File: src/rtl/nibble_add_seq.sv
// Sequences a W-bit add through an external 4-bit adder slice, LS nibble first.
// Define NIBBLE_ADD_OVF_EN to add the signed-overflow output ovf.
module nibble_add_seq #(
  parameter int NIBBLES = 4
) (
  input  logic                   clk,
  input  logic                   rst_n,
  input  logic                   start,
  input  logic [4*NIBBLES-1:0]   op_a,
  input  logic [4*NIBBLES-1:0]   op_b,
  input  logic                   cin,
  output logic [3:0]             add_a,
  output logic [3:0]             add_b,
  output logic                   add_c0,
  input  logic [3:0]             add_f,
  input  logic                   add_c4,
  output logic                   busy,
  output logic                   done,
  output logic [4*NIBBLES-1:0]   sum,
  output logic                   cout
`ifdef NIBBLE_ADD_OVF_EN
  ,
  output logic                   ovf
`endif
);

  localparam int W  = 4 * NIBBLES;
  localparam int IW = (NIBBLES > 1) ? $clog2(NIBBLES) : 1;
  localparam logic [IW-1:0] LAST = IW'(NIBBLES - 1);

  typedef enum logic [1:0] {IDLE, RUN, DONE} state_t;

  state_t        state;
  logic [W-1:0]  a_r, b_r;
  logic          carry;
  logic [IW-1:0] idx;

  // Slice operands come straight from the latched registers so the adder sees
  // them for the whole RUN cycle; zeroed elsewhere to keep the slice quiet.
  always_comb begin
    add_a  = '0;
    add_b  = '0;
    add_c0 = 1'b0;
    if (state == RUN) begin
      add_a  = a_r[4*idx +: 4];
      add_b  = b_r[4*idx +: 4];
      add_c0 = carry;
    end
  end

  always_ff @(posedge clk or negedge rst_n) begin
    if (!rst_n) begin
      state <= IDLE;
      busy  <= 1'b0;
      done  <= 1'b0;
      cout  <= 1'b0;
      sum   <= '0;
      idx   <= '0;
      a_r   <= '0;
      b_r   <= '0;
      carry <= 1'b0;
`ifdef NIBBLE_ADD_OVF_EN
      ovf   <= 1'b0;
`endif
    end else begin
      done <= 1'b0;
      case (state)
        IDLE, DONE: begin
          if (start) begin
            a_r   <= op_a;
            b_r   <= op_b;
            carry <= cin;
            idx   <= '0;
            sum   <= '0;
            busy  <= 1'b1;
            state <= RUN;
`ifdef NIBBLE_ADD_OVF_EN
            ovf   <= 1'b0;
`endif
          end else begin
            state <= IDLE;
          end
        end
        RUN: begin
          sum[4*idx +: 4] <= add_f;
          carry           <= add_c4;
          if (idx == LAST) begin
            cout  <= add_c4;
            busy  <= 1'b0;
            done  <= 1'b1;
            idx   <= '0;
            state <= DONE;
`ifdef NIBBLE_ADD_OVF_EN
            // add_f[3] is the sum MSB being written on this same edge
            ovf   <= (a_r[W-1] == b_r[W-1]) && (add_f[3] != a_r[W-1]);
`endif
          end else begin
            idx <= idx + 1'b1;
          end
        end
        default: state <= IDLE;
      endcase
    end
  end

endmodule
File: config.mk
export PLATFORM = sky130hd
export DESIGN_NAME = nibble_add_seq
export DESIGN_NICKNAME = d
export VERILOG_FILES = /design/src/rtl/nibble_add_seq.sv
export SDC_FILE = /design/constraint.sdc
export NUM_CORES = 1
export LEC_CHECK = 0
export ABC_AREA = 1
export BUFFER_PORTS_ARGS = -buffer_cell sky130_fd_sc_hd__buf_2
export CAP_MARGIN = 10
export CORE_ASPECT_RATIO = 0.6
export CORE_UTILIZATION = 48
export DETAILED_ROUTE_END_ITERATION = 8
export PLACE_DENSITY = 0.79
export SLEW_MARGIN = 0
export SYNTH_ARGS = -nofsm -noshare
export SYNTH_HDL_FRONTEND = slang
export SYNTH_SLANG_ARGS = --single-unit
export TNS_END_PERCENT = 30
File: constraint.sdc
create_clock -name clk -period 1.49 [get_ports clk]
set_input_delay 0.149 -clock clk [delete_from_list [all_inputs] [get_ports clk]]
set_output_delay 0.149 -clock clk [all_outputs]
set_load 0.01 [all_outputs]
# Word level (Yosys, flattened, before mapping)
# Index checks and enable logic that the tools add are counted.
# W data, S select, Z words.
# op_classes
addsub	2
n_reduce_logical	7
shifts	4
n_eq_ne	5
mux	19
# op_table
op	count
$neg A4 Y34	1
$shift A4 B34 Y16 const A	1
$shiftx A4 B34 Y16	1
$pmux W16 S2	1
$shiftx A16 B5 Y4	2
$bwmux W16	1
$mux W16	1
$mux W4	2
$pmux W2 S2	2
$mux W1	7
$mux W2	3
$reduce_and A2 Y1	3
$eq A2 B2 Y1 const B	2
$pmux W1 S2	2
$reduce_and A3 Y1	1
$add A2 B1 Y2 const B	1
$eq A2 B1 Y1 const B	1
$logic_not A2 Y1	1
$ne A2 B1 Y1 const B	1
$ne A2 B2 Y1 const B	1
$reduce_bool A2 Y1	1
$reduce_or A2 Y1	1
# totals
in_bits	41
wordCells	46
output_inout_bits	28
regBits	56

# Longest topological paths before layout
# Gate-level depths: netlist of the first run.
# logic_depth
word_depth	4
mapped_depth	8
ltp_nobuf	7

# Worst setup path before layout of the first run
# OpenSTA, ideal clock, no wires.
# synth_timing
kind	register to register
startpoint	reg idx[0]
endpoint	reg sum[12]
path_stages_with_launch	7
setup_slack_ns	0.068
setup_ns	0.083
t_arrival_ns	1.339
period_less_slack_ns	1.422
n_path_buf	1
required_ns	1.407
cell_sequence	dfrtp_1 inv_1 buf_2 ha_1 inv_1 nand3_1 o21ai_0
# synth_via
elab_chain_cells	4
word_cells_on_any_way	5
cone_classes	add/sub (1); shift (2); mux (2)
# synth_rtl
item	line_no	source
from (decl)	36	logic [IW-1:0] idx;
from (signal assigned)	98	idx <= idx + 1'b1;
$neg A4 Y34 *	85	sum[4*idx +: 4] <= add_f;
$shiftx A4 B34 Y16 / $shift A4 B34 Y16 (equally long branches)	85	
$bwmux W16 *	85	
$pmux W16 S2 *	67	case (state)
to (signal assigned)	57	sum <= '0;
to (signal assigned)	74	sum <= '0;
to (signal, indexed assignment)	85	
to (decl)	19	output logic [4*NIBBLES-1:0] sum,
# Mark *: on every way between the ends. The rest lies on a longest branch, timed or not.
# A chain may end at the register's enable or synchronous reset.

# Worst setup path after layout of the first run
# layout_timing
startpoint	reg idx[0]
endpoint	out add_b[2]
# layout_via
elab_chain_cells	2
# layout_rtl
item	line_no	source
$shiftx A16 B5 Y4	46	add_b = b_r[4*idx +: 4];
$mux W4	44	if (state == RUN) begin
to (decl)	13	output logic [3:0] add_b,
# Every way passes these cells.

==> impl_results.rst, run 1 <==
.. list-table::
   :header-rows: 1

   * - Metric
     - Value
   * - Die Y-Extent
     - 60.2 um
   * - Maximum ir drop on the vdd rail
     - 1110 uV
   * - Final worst hold slack
     - 0.0298 ns
   * - Maximum clock frequency
     - 640 MHz
   * - CTS H-Tree Depth
     - 2
   * - Post-route cell area
     - 0.00346 mm2
   * - Number of global-route vias before repair
     - 2063
   * - Type of the setup path with the least slack
     - register to output pin
   * - Largest net degree at the start of global routing
     - 57
   * - Critical Path Max Stage Delay
     - 0.41 ns
   * - WL final
     - 6340 um
   * - Most used cells in the layout excluding fill and tap cells
     - 79 x sky130_fd_sc_hd__nand2_1, 68 x sky130_fd_sc_hd__buf_2, 56 x sky130_fd_sc_hd__dfrtp_1, 35 x sky130_fd_sc_hd__inv_1
   * - Crit share post-route
     - 1.05
   * - Total number of nets in the final design
     - 440
   * - Number of endpoints with negative hold slack in the final report
     - 0
   * - Full die area
     - 0.00595 mm2
   * - Initial drt markers
     - 191
   * - Post-synthesis register bit count
     - 56
   * - WL/cell
     - 13.8 um
   * - Area used by multi-input combinational logic
     - 0.00118 mm2
   * - GRT met1 Usage
     - 0.327
   * - Number of CTS-inserted buffers
     - 5
   * - Slowest cell on the critical path
     - sky130_fd_sc_hd__dfrtp_1
   * - Number of DRC violations after detailed routing
     - 0
   * - Number of detailed-routing iterations run before antenna repair
     - 5
   * - Largest driver fanout on the critical path
     - 8
   * - Fraction of registers with async set or reset after synthesis
     - 1.00
   * - Max-slew violations
     - 0
   * - Clk buf depth
     - 2
   * - Largest area contributor in the synthesized netlist
     - sky130_fd_sc_hd__dfrtp_1
   * - Status
     - finished with violations
   * - Primary flip-flop cell chosen by synthesis mapping
     - sky130_fd_sc_hd__dfrtp_1
   * - Max capacitance violation total
     - 0
   * - Post-synth EDFFs
     - 0
   * - Proportion of synthesized chip area in sequential cells
     - 0.518
   * - Global-route met3 utilization
     - 0.0515
   * - FILL cells
     - 425
   * - Syn_nets
     - 360
   * - Leading cell type in the layout, fill and taps excluded
     - sky130_fd_sc_hd__nand2_1
   * - Initial cell density of the core
     - 0.517
   * - Minimum clock period after layout
     - 1.56 ns
   * - Top-level port count
     - 69
   * - Root buffer selected by CTS
     - sky130_fd_sc_hd__clkbuf_8
   * - Violations in the final reports
     - setup timing
   * - Instance area after placement
     - 0.00313 mm2
   * - Warnings, synthesis
     - 0
   * - Worst-skew pair later-pin latency
     - 0.32 ns
   * - Post-synthesis instance total
     - 313
   * - Number of antenna violations at the first check in global routing
     - 0
   * - Detailed-route vias per instance
     - 5.05
   * - Remaining global-route overflow
     - 0
   * - Critical path required time
     - 1.34 ns
   * - Nature of the critical path startpoint
     - register
   * - Clock sinks
     - 56
   * - Mapped Avg Cell Area
     - 8.65 um2
   * - Synth-to-Final Area Change
     - 27.8%
   * - Vias after detailed routing
     - 2323
   * - Clk_skew
     - 0.0157 ns
   * - RePlAce Congestion
     - 0.797
   * - Element type at the critical path end
     - output pin
   * - Setup TNS Final
     - -0.364 ns
   * - Count of inserted antenna diode cells
     - 0
   * - Top area cells in the synthesized netlist
     - sky130_fd_sc_hd__dfrtp_1 52%, sky130_fd_sc_hd__nand2_1 13%, sky130_fd_sc_hd__o21ai_2 7.1%
   * - Pin slew with the least headroom to its limit
     - 0.295 ns
   * - First-pass GRT wire length
     - 9820 um
   * - Standard-cell rows
     - 20
   * - Final setup viols
     - 8
   * - Top-area cell type share of the netlist area
     - 0.518
   * - Routing layer with the top usage in global route
     - met1
   * - Overall global routing resource usage
     - 0.219
   * - PwrDens
     - 2120 mW/mm2
   * - Post-synthesis instance area
     - 0.00271 mm2
   * - CTS clk-pin slew, worst paths
     - 0.10 ns
   * - Critical path, cell by cell
     - inv_2 -> buf_6 -> nand2_2 -> nand3_2 -> a21oi_2 -> buf_2
   * - Beginning of the worst hold path
     - op_a[8]
   * - Unrepaired setup endpoints after global routing
     - true
   * - Count of unique library cells instantiated by Yosys
     - 17
   * - I/O Buffers
     - 68
   * - Standard cell core area
     - 0.00523 mm2
   * - Number of antenna-violating nets in the routed design
     - 0
   * - Leakage
     - 1.79 nW
   * - Sequential cell area
     - 0.00140 mm2
   * - Setup slack after layout
     - -0.0723 ns
   * - Clock tree from TritonCTS
     - built
   * - Hold Path Class
     - primary input to register
   * - Chip width
     - 98.9 um
   * - Half-perimeter wire length after placement
     - 4220 um
   * - Arrival time of the worst setup path
     - 1.41 ns
   * - Met2 Usage GRT
     - 0.321
   * - Fraction of layout instances using a drive strength above 1
     - 0.409
   * - Beginning of the critical path
     - idx[0]
   * - Beginning of the worst register-to-register path
     - idx[0]
   * - Max-slew headroom at the worst pin
     - 0.803
-- through the flow --
step	setup slack [ns]	power, mW	util	instances
global route	-0.139	7.84	0.661	460
finish	-0.0723	7.34	0.661	460
floorplan	0.0681	4.67	-	313
detailed placement	0.0276	5.69	0.599	446
global placement	0.152	5.59	0.599	446
CTS	-0.0571	6.91	0.637	458
-- area by class of cell --
class,instances,share of cell area
inverters,41,0.0445
flip-flops and latches,56,0.405
clock buffers,6,0.0210
multi-input cells,201,0.340
repair buffers,88,0.155
well taps,66,0.0239
clock inverters,2,0.0101
-- logic make-up after synthesis --
group                    Yosys count  synth area share
buffers and inverters             56             0.103
AND/OR/NAND/NOR                  139             0.217
flip-flops                        56             0.518
adder cells (fa/ha/maj)            6            0.0277
AO/OA/AOI/OAI                     56             0.135
-- power by group --
part           leakage, nW  internal [mW]  switching [mW]
registers            0.713           2.14           0.239
logic                 1.02           1.55            2.40
clock network       0.0552          0.500           0.498
-- cell usage after synthesis, types with 3 or more instances --
master and number:
sky130_fd_sc_hd__o21ai_1 7, sky130_fd_sc_hd__nand4_1 4, sky130_fd_sc_hd__buf_2 7, sky130_fd_sc_hd__ha_1 6, sky130_fd_sc_hd__o21ai_2 22, sky130_fd_sc_hd__dfrtp_1 56
sky130_fd_sc_hd__nor2_1 6, sky130_fd_sc_hd__nand2_1 91, sky130_fd_sc_hd__o21ai_0 18, sky130_fd_sc_hd__inv_2 3, sky130_fd_sc_hd__buf_6 8, sky130_fd_sc_hd__nand3_1 36
sky130_fd_sc_hd__a21oi_1 8, sky130_fd_sc_hd__inv_1 38
-- state kept, by name (all words and copies together) (netlist names) --
register,cells
busy,1
sum,16
done,1
idx,2
cout,1
carry,1
b_r,16
state,2
a_r,16
-- worst max-delay path, delay by kind of cell (launching register included) --
| kind | cells | cell delay, ns |
|---|---|---|
| DFF | 1 | 0.41 |
| buffers and inverters | 3 | 0.41 |
| and+or+nand+nor | 2 | 0.14 |
| AOI/OAI and AO/OA | 1 | 0.16 |
-- metal layers --
| metal | routed length, um | part of all wire | vias to the layer above |
|---|---|---|---|
| li1 | - | - | 1155 |
| met1 | 3150 | 0.50 | 1072 |
| met2 | 2750 | 0.43 | 87 |
| met3 | 381 | 0.060 | 9 |
| met4 | 61 | 0.0096 | 0 |
| met5 | 0 | 0 | - |
-- repair_timing --
action | 4_1_cts | 5_1_grt
buffers inserted | 3 | 2
pin swaps | 4 | 7
hold buffers | 1 | 0
endpoints found under the setup margin | 8 | 21
gates resized for setup | 17 | 30
hold endpoints to repair | 56 | 0
-- worst paths after layout --
kind | to | slack, ns | cells after the start
min reg2reg | carry | 0.49 | 2
max reg2reg | sum[7] | 0.08 | 6
min in group asynchronous | sum[6] | 0.35 | 3
max in group asynchronous | b_r[12] | 0.89 | 3
max | add_b[2] | -0.07 | 6
min | a_r[8] | 0.03 | 3
Note: power is estimated with default switching activity, not from simulation.
==> run 2, diff against run 1 <==
--- a/config.mk
+++ b/config.mk
@@ -11,6 +11,7 @@
 export CORE_ASPECT_RATIO = 0.6
 export CORE_UTILIZATION = 48
 export DETAILED_ROUTE_END_ITERATION = 8
+export GPL_TIMING_DRIVEN = 0
 export PLACE_DENSITY = 0.79
 export SLEW_MARGIN = 0
 export SYNTH_ARGS = -nofsm -noshare
==> run 2 against run 1 <==
  * Design area is 3.7% higher
  * Clock skew is 0.011 ns lower
  * Maximum frequency shrank 4.9%
  * Critical path type unchanged
  * Sequential power about the same
  * The run still ends with setup timing left
==> impl_results.rst, run 2 (synthesis gave the netlist of run 1 again) <==
.. list-table::
   :header-rows: 1

   * - Metric
     - Value
   * - WL final
     - 7150 um (+13%)
   * - Number of DRC violations after detailed routing
     - 0 (unchanged)
   * - Arrival time of the worst setup path
     - 1.49 ns (+0.08 ns)
   * - Largest net degree at the start of global routing
     - 57 (unchanged)
   * - Full die area
     - 0.00595 mm2 (unchanged)
   * - Status
     - finished with violations
   * - Worst-skew pair later-pin latency
     - 0.31 ns (about the same)
   * - Minimum clock period after layout
     - 1.64 ns (+0.0798 ns)
   * - Setup TNS Final
     - -1.05 ns (-0.682 ns)
   * - Number of global-route vias before repair
     - 2214 (+7.3%)
   * - Pin slew with the least headroom to its limit
     - 0.337 ns (+0.0418 ns)
   * - Leading cell type in the layout, fill and taps excluded
     - sky130_fd_sc_hd__nand2_1
   * - Largest driver fanout on the critical path
     - 5 (-3)
   * - Number of antenna violations at the first check in global routing
     - 0 (unchanged)
   * - Leakage
     - 1.85 nW (+3.3%)
   * - WL/cell
     - 15.4 um (+12%)
   * - Number of endpoints with negative hold slack in the final report
     - 0 (unchanged)
   * - Max capacitance violation total
     - 0 (unchanged)
   * - Max-slew violations
     - 0 (unchanged)
   * - Chip width
     - 98.9 um (unchanged)
   * - RePlAce Congestion
     - 0.789 (-0.94%)
   * - Top-level port count
     - 69 (unchanged)
   * - Clock network fraction of design power
     - 0.114 (-0.022)
   * - Root buffer selected by CTS
     - sky130_fd_sc_hd__clkbuf_8
   * - Standard cell core area
     - 0.00523 mm2 (unchanged)
   * - Element type at the critical path end
     - output pin
   * - Net switching share of the total power
     - 0.441 (+0.0125)
   * - Hold Path Class
     - primary input to register
   * - Clk_skew
     - 0.00511 ns (-0.0106 ns)
   * - Proportion of power drawn by flip-flops and latches
     - 0.314 (-0.010)
   * - Detailed-route vias per instance
     - 5.23 (+3.6%)
   * - Number of detailed-routing iterations run before antenna repair
     - 4 (-1)
   * - Count of inserted antenna diode cells
     - 0 (unchanged)
   * - Most used cells in the layout excluding fill and tap cells
     - 79 x sky130_fd_sc_hd__nand2_1, 68 x sky130_fd_sc_hd__buf_2, 55 x sky130_fd_sc_hd__dfrtp_1, 35 x sky130_fd_sc_hd__inv_1
   * - Maximum clock frequency
     - 609 MHz (-4.9%)
   * - First-pass GRT wire length
     - 10500 um (+6.9%)
   * - Clk buf depth
     - 2 (unchanged)
   * - Clock tree from TritonCTS
     - built
   * - Number of CTS-inserted buffers
     - 5 (unchanged)
   * - Total number of nets in the final design
     - 443 (+0.68%)
   * - Remaining global-route overflow
     - 0 (unchanged)
   * - Initial drt markers
     - 123 (-36%)
   * - I/O Buffers
     - 68 (unchanged)
   * - Critical path required time
     - 1.34 ns (about the same)
   * - Overall global routing resource usage
     - 0.234 (+0.0154)
   * - Crit share post-route
     - 1.10 (+0.0535)
   * - Post-Route Utilization
     - 0.686 (+0.0246)
   * - Clock sinks
     - 56 (unchanged)
   * - Fraction of layout instances using a drive strength above 1
     - 0.416 (+0.00699)
   * - Standard-cell rows
     - 20 (unchanged)
   * - Net switching component of the power
     - 3.38 mW (+7.5%)
   * - CTS H-Tree Depth
     - 2 (unchanged)
   * - Half-perimeter wire length after placement
     - 4620 um (+9.5%)
   * - Unrepaired setup endpoints after global routing
     - true
   * - Type of the setup path with the least slack
     - register to output pin
   * - Final setup viols
     - 9 (+1)
   * - Vias after detailed routing
     - 2422 (+4.3%)
   * - Final non-filler cell total
     - 463 (+0.65%)
   * - Number of antenna-violating nets in the routed design
     - 0 (unchanged)
   * - Max-slew headroom at the worst pin
     - 0.775 (-0.0279)
   * - PwrDens
     - 2130 mW/mm2 (+0.65%)
   * - Share of power burned in combinational logic
     - 0.572 (+0.032)
   * - CTS clk-pin slew, worst paths
     - 0.10 ns (about the same)
   * - Total instance count after detailed placement
     - 447 (+0.22%)
   * - Maximum ir drop on the vdd rail
     - 969 uV (-13%)
   * - Nature of the critical path startpoint
     - register
   * - Die Y-Extent
     - 60.2 um (unchanged)
   * - Violations in the final reports
     - setup timing
   * - Top flop regs
     - a_r x16, b_r x16, sum x16
   * - Setup slack after layout
     - -0.152 ns (-0.0798 ns)
   * - Initial cell density of the core
     - 0.517 (unchanged)
   * - Synth-to-Final Area Change
     - 32.6%
   * - Power Internal
     - 4.28 mW (+2.1%)
## run 2: power groups by stage
stage,Clock (mW),Sequential [mW],Combinational (mW)
finish,0.871,2.41,4.38
global route,0.944,2.47,4.77
CTS,0.880,2.39,3.61
detailed placement,0,2.42,3.26
global placement,0,2.39,3.18
floorplan,0,2.44,2.23
## run 2: layout make-up
cell class                      count  area (um2)
Clock buffer                        7        86.3
Buffer                             15         175
Fill cell                         418        1640
Sequential cell                    56        1400
Multi-Input combinational cell    201        1210
Timing Repair Buffer               76         464
Inverter                           41         159
Clock inverter                      1        7.51
Tap cell                           66        82.6
## run 2: what timing repair did
| action | in CTS | in global routing |
|---|---|---|
| setup buffers | 4 | 0 |
| gates cloned | 0 | 2 |
| gates resized for setup | 30 | 50 |
| pin swaps | 8 | 18 |
| endpoints found under the hold margin | 0 | 13 |
| setup endpoints to repair | 26 | 25 |
| hold buffers | 0 | 1 |
## run 2: final timing paths
check | start | endpoint | slack, ns | cells past startpoint
min in group asynchronous | rst_n | sum[13] | 0.26 | 2
max in group asynchronous | rst_n | sum[11] | 0.67 | 3
max reg2reg | idx[1] | sum[14] | 0 | 6
max | idx[0] | add_b[3] | -0.15 | 6
min reg2reg | carry | carry | 0.50 | 2
min | op_a[14] | a_r[14] | 0.04 | 3
## run 2: stage by stage
stage / area, um2 / worst slack (ns) / hold slack, ns / power (mW)
6_report: 3590 / -0.152 / 0.0387 / 7.66
5_1_grt: 3590 / -0.225 / 0.0418 / 8.19
4_1_cts: 3330 / -0.130 / 0.0373 / 6.88
3_5_place_dp: 3130 / -0.224 / 0.356 / 5.68
3_3_place_gp: 3130 / -0.188 / 0.355 / 5.58
2_1_floorplan: 2710 / 0.0681 / -0.147 / 4.67
## run 2: critical path, cell delays in order (launching register included)
cell and delay, ns:
sky130_fd_sc_hd__dfrtp_2 0.45, sky130_fd_sc_hd__buf_6 0.15, sky130_fd_sc_hd__buf_8 0.13, sky130_fd_sc_hd__nand2_1 0.08
sky130_fd_sc_hd__nand3_2 0.07, sky130_fd_sc_hd__a21oi_2 0.15, sky130_fd_sc_hd__buf_2 0.15
## run 2: metal layers
metal / share of wire / GRT usage / vias to the layer above / wire, um
met5: 0 / 0 / - / 0
met4: 0.0070 / 0.0640 / 0 / 50
met3: 0.065 / 0.0515 / 6 / 464
met2: 0.45 / 0.359 / 80 / 3180
met1: 0.48 / 0.339 / 1171 / 3450
li1: - / - / 1165 / -
